### src/rtl/chip8_mem_arbiter.sv
// rtl/chip8_mem_arbiter.sv - three-port arbiter for the shared CHIP-8 system RAM
//
// Shares one single-port synchronous RAM (1-cycle read latency) between
// video scanout (port 0), the PPU sprite engine (port 1) and the CPU (port 2).
// At most one access is granted per cycle. Read data returns on the shared
// rdata bus with a per-port rvalid strobe. A lock lets the PPU or the CPU
// make a read-modify-write sequence atomic against the other.
//
// Optional feature: define ARB_ROUND_ROBIN_EN to make PPU and CPU alternate.
// Without it, the PPU always wins over the CPU.
//
// Ports:
//   clk, reset              rising-edge clock, synchronous active-high reset
//   req0, addr0             video read request (read-only port)
//   reqN, weN, addrN,       PPU (N=1) / CPU (N=2) request, write enable,
//   wdataN, lockN           address, write data, lock request
//   gnt0..gnt2              combinational grants, at most one high
//   rvalid0..rvalid2        registered read-return strobes
//   rdata                   shared read-return bus (RAM output)
//   ram_addr, ram_we,       RAM command for the granted port
//   ram_wdata, ram_rdata    (all zero when idle) and the RAM read data

module chip8_mem_arbiter #(
   parameter int AW = 12,
   parameter int DW = 8
) (
   input  logic          clk,
   input  logic          reset,
   input  logic          req0,
   input  logic [AW-1:0] addr0,
   input  logic          req1,
   input  logic          we1,
   input  logic [AW-1:0] addr1,
   input  logic [DW-1:0] wdata1,
   input  logic          lock1,
   input  logic          req2,
   input  logic          we2,
   input  logic [AW-1:0] addr2,
   input  logic [DW-1:0] wdata2,
   input  logic          lock2,
   output logic          gnt0,
   output logic          gnt1,
   output logic          gnt2,
   output logic          rvalid0,
   output logic          rvalid1,
   output logic          rvalid2,
   output logic [DW-1:0] rdata,
   output logic [AW-1:0] ram_addr,
   output logic          ram_we,
   output logic [DW-1:0] ram_wdata,
   input  logic [DW-1:0] ram_rdata
);

   // Lock register: the state value doubles as the owner port number.
   typedef enum logic [1:0] {
      LOCK_NONE = 2'd0,
      LOCK_PPU  = 2'd1,
      LOCK_CPU  = 2'd2
   } lock_state_t;

   lock_state_t lock_state;
   lock_state_t lock_next;

   logic ppu_ok;
   logic cpu_ok;

`ifdef ARB_ROUND_ROBIN_EN
   // 0 = PPU preferred, 1 = CPU preferred.
   logic rr_ptr_cpu;

   always_ff @(posedge clk) begin
      if (reset) begin
         rr_ptr_cpu <= 1'b0;
      end else if (gnt1) begin
         rr_ptr_cpu <= 1'b1;
      end else if (gnt2) begin
         rr_ptr_cpu <= 1'b0;
      end
   end
`endif

   // A held lock blocks only the other lockable port; video is read-only
   // and may interleave without disturbing the owner's sequence.
   assign ppu_ok = req1 && (lock_state != LOCK_CPU);
   assign cpu_ok = req2 && (lock_state != LOCK_PPU);

   always_comb begin
      gnt0 = 1'b0;
      gnt1 = 1'b0;
      gnt2 = 1'b0;
      if (!reset) begin
         if (req0) begin
            gnt0 = 1'b1;
         end else if (ppu_ok && cpu_ok) begin
`ifdef ARB_ROUND_ROBIN_EN
            if (rr_ptr_cpu) begin
               gnt2 = 1'b1;
            end else begin
               gnt1 = 1'b1;
            end
`else
            gnt1 = 1'b1;
`endif
         end else if (ppu_ok) begin
            gnt1 = 1'b1;
         end else if (cpu_ok) begin
            gnt2 = 1'b1;
         end
      end
   end

   always_comb begin
      ram_addr  = '0;
      ram_we    = 1'b0;
      ram_wdata = '0;
      if (gnt0) begin
         ram_addr = addr0;
      end else if (gnt1) begin
         ram_addr  = addr1;
         ram_we    = we1;
         ram_wdata = wdata1;
      end else if (gnt2) begin
         ram_addr  = addr2;
         ram_we    = we2;
         ram_wdata = wdata2;
      end
   end

   // A grant to a lockable port is only possible when the lock is free or
   // already owned by that port, so the grant's lock bit alone decides.
   always_comb begin
      lock_next = lock_state;
      if (gnt1) begin
         lock_next = lock1 ? LOCK_PPU : LOCK_NONE;
      end else if (gnt2) begin
         lock_next = lock2 ? LOCK_CPU : LOCK_NONE;
      end
   end

   always_ff @(posedge clk) begin
      if (reset) begin
         lock_state <= LOCK_NONE;
         rvalid0    <= 1'b0;
         rvalid1    <= 1'b0;
         rvalid2    <= 1'b0;
      end else begin
         lock_state <= lock_next;
         rvalid0    <= gnt0;
         rvalid1    <= gnt1 && !we1;
         rvalid2    <= gnt2 && !we2;
      end
   end

   assign rdata = ram_rdata;

endmodule

### config.mk
export PLATFORM = sky130hd
export DESIGN_NAME = chip8_mem_arbiter
export DESIGN_NICKNAME = d
export VERILOG_FILES = /design/src/rtl/chip8_mem_arbiter.sv
export SDC_FILE = /design/constraint.sdc
export NUM_CORES = 1
export LEC_CHECK = 0
export CAP_MARGIN = 15
export CORE_MARGIN = 2
export CORE_UTILIZATION = 22
export CTS_BUF_LIST = sky130_fd_sc_hd__clkbuf_16
export DETAILED_ROUTE_END_ITERATION = 8
export PLACE_DENSITY = 0.92
export SYNTH_ARGS = -nofsm -noshare
export SYNTH_HDL_FRONTEND = slang
export SYNTH_SLANG_ARGS = --single-unit
### constraint.sdc
create_clock -name clk -period 2.3 [get_ports clk]
set_input_delay 0.46 -clock clk [delete_from_list [all_inputs] [get_ports clk]]
set_output_delay 0.46 -clock clk [all_outputs]
set_load 0.01 [all_outputs]
==> metrics <==
RePlAce Congestion=0.7115; setup ws final=0.01706 ns; hold_ws=0.5113 ns; Synth Area in Simple Gates=8.977%; cell area after synthesis=599.3 µm²; total die area=3158 µm²; DR DRC count=0; Synth Area in XOR/XNOR=0%; Lkg Pwr=0.8013 nW; clk sinks=5; Post-Synth Adder-Cell Area=1.879%; Critical Path, Cell by Cell=dlygate4sd2_1 -> nor2_2 -> o211a_1 -> bufbuf_16 -> a22o_1 -> a21o_1 -> dlygate4sd2_1; clk buf depth=2; root buf cell=clkbuf_16; status=finished, final reports clean; Core ar.=2522 µm²; post-route ant nets=0; PwrDens=385.4 nW/µm²; Clk Latency, worst-skew pair=0.23 ns; Pre-Repair DR Iteration Count=4; r2r startpoint=lock_state[1]$_SDFFE_PP0P_; DRT Wirelength=2.796 mm; cell taking the most area after synthesis=a22o_1; largest family of logic cells by synthesized area=compound AO/OA/AOI/OAI gates; critical path launch point type=input port; Initial Utilization=23.76%; CP max stage delay=0.30 ns; # IOs=104; Avg WL per Cell=15.03 µm; final hold vios=0; global-route wire length before repair=4.464 mm; Post-Syn Nets=136; Worst Min Path Start=lock_state[0]$_SDFFE_PP0P_; CP arrival=1.82 ns; Layout fillers=230; Critical Path RT=1.84 ns; critical path buffer and inverter count=3; Max Slew Vio Count=0; most frequent cells in the layout=62 x clkdlybuf4s50_1, 22 x dlygate4sd2_1, 21 x a22o_1; commonest non-fill, non-tap cell in the layout=clkdlybuf4s50_1; maximum level of the CTS H-tree=1; Crit Path Max Fanout=12; Synth area leaders=a22o_1 31%, dfxtp_1 17%, a21o_1 15%; mux cell area share after synthesis=1.879%; diodes inserted=0; yosys synthesis warning count=0; Net count, final=226; kind of critical path=input port to output pin; CTS tree=built; PortBufs=87; syn avg cell area=8.945 µm²; routed vias=893; Worst-Margin Slew=0.2340 ns; RSZ-0062 raised after global routing=yes; GR Util All Layers=18.02%; Yosys reg bits=5; Final setup viols=0; DRT iter0 DRCs=18; most frequent CP cell=dlygate4sd2_1; initial antenna violation count=0; Setup WS pre-CTS=-0.3928 ns; Mapped Cells=67; vias in the first global route=918; die width=56.20 µm; post-synth cell types=16; CP startpoint=req0; FP Rows=18; maximum VDD drop=0.5060 mV; dpl hpwl=2.234 mm; Vias/cell=4.801; Worst path top cell family by delay=buffers and inverters; hold crit path type=flip-flop to flip-flop; Synth Area in Compound Gates=50.10%; max cap viols=0; crit path capture type=output pin; sequential share of the synthesized area=16.70%; P&R area growth vs syn=163.0%; CTS Buf Count=3; Worst Skew=0.0006530 ns; CTS Hold Bufs=0; CTS clk-pin slew, worst paths=0.03 ns; CP max-delay cell=bufbuf_16; Remaining Overflow, GRT=0; die height=56.20 µm; Max Fclk=438.0 MHz; share of cells above drive strength 1=14.74%; largest net degree at the start of global routing=14; Tcrit/Tclk final=99.26%; Slew headroom=84.23%; top cell type's share of synthesized area=30.69%; Tmin final=2.283 ns
[through the flow]
step	power, mW	cell area, µm²	std cells	utilization [%]	setup TNS (ns)
after floorplan	0.1802	599.3	67	-	0
after global placement	0.3308	1458	177	57.79	-7.766
after detailed placement	0.3355	1458	177	57.79	-8.442
after CTS	0.6159	1577	186	62.50	0
after global routing	0.6373	1577	186	62.50	-0.03756
final	0.6076	1577	186	62.50	0
[flip-flops by register name, summed over array words and instances, names as in the netlist]
name        cells
lock_state      2
rvalid2         1
rvalid1         1
rvalid0         1
[cells in the mapped netlist]
cell type,instances
nor2_2,1
nor3_1,2
o211a_1,1
buf_4,8
maj3_2,1
inv_1,2
dfxtp_1,5
nor2b_1,3
o41ai_2,1
nand2_1,2
a22o_1,21
mux2_2,1
nor2_4,1
buf_2,2
buf_6,4
a21o_1,12
[layout make-up]
class                   instances  area, µm²  share of cell area, %
multi-input cells              46      376.6                  23.89
flip-flops and latches          5      100.1                  6.349
inverters                       2      7.507                 0.4762
well taps                      30      37.54                  2.381
clock inverters                 1      3.754                 0.2381
repair buffers                 99      975.9                  61.90
clock buffers                   3      75.07                  4.762
[metal layers]
metal | track usage [%] | vias to the layer above | part of all wire, %
li1 | - | 428 | -
met1 | 18.40 | 420 | 36
met2 | 34.45 | 39 | 57
met3 | 3.721 | 6 | 5.9
met4 | 8.163 | 0 | 1.7
met5 | 0 | - | 0
[report_power, final]
part,switching [mW],internal (mW),total [mW]
Combinational,0.0724,0.160,0.233
Clock,0.0575,0.225,0.283
Sequential,0.00146,0.0908,0.0922
Total,0.131,0.476,0.608
[logic make-up after synthesis]
| family | Yosys count |
|---|---|
| DFF | 5 |
| and+or+nand+nor | 9 |
| adders and majority gates | 1 |
| AOI/OAI and AO/OA | 35 |
| buffers and inverters | 16 |
| muxes | 1 |
[worst reg2reg max path, delay by kind of cell, from the launching register on]
family	cells	cell delay [ns]
and+or+nand+nor	1	0.11
buffers and inverters	3	0.34
muxes	1	0.32
DFF	1	0.31
adders and majority gates	1	0.34
[path summary, 6_finish.rpt]
check / slack [ns] / endpoint / depth (start not counted)
max: 0.02 / ram_addr[9] / 7
min: 0.51 / lock_state[0]$_SDFFE_PP0P_ / 2
max reg2reg: 0.76 / lock_state[1]$_SDFFE_PP0P_ / 6
min reg2reg: 0.51 / lock_state[0]$_SDFFE_PP0P_ / 2
[repair_timing]
| action | in CTS | in global routing |
|---|---|---|
| gates resized for setup | 34 | 0 |
| cloned | 1 | 0 |
| buffers inserted | 4 | 0 |
| pin swaps | 2 | 0 |
| endpoints found under the setup margin | 24 | 1 |
Note: power is estimated with default switching activity, not from simulation.
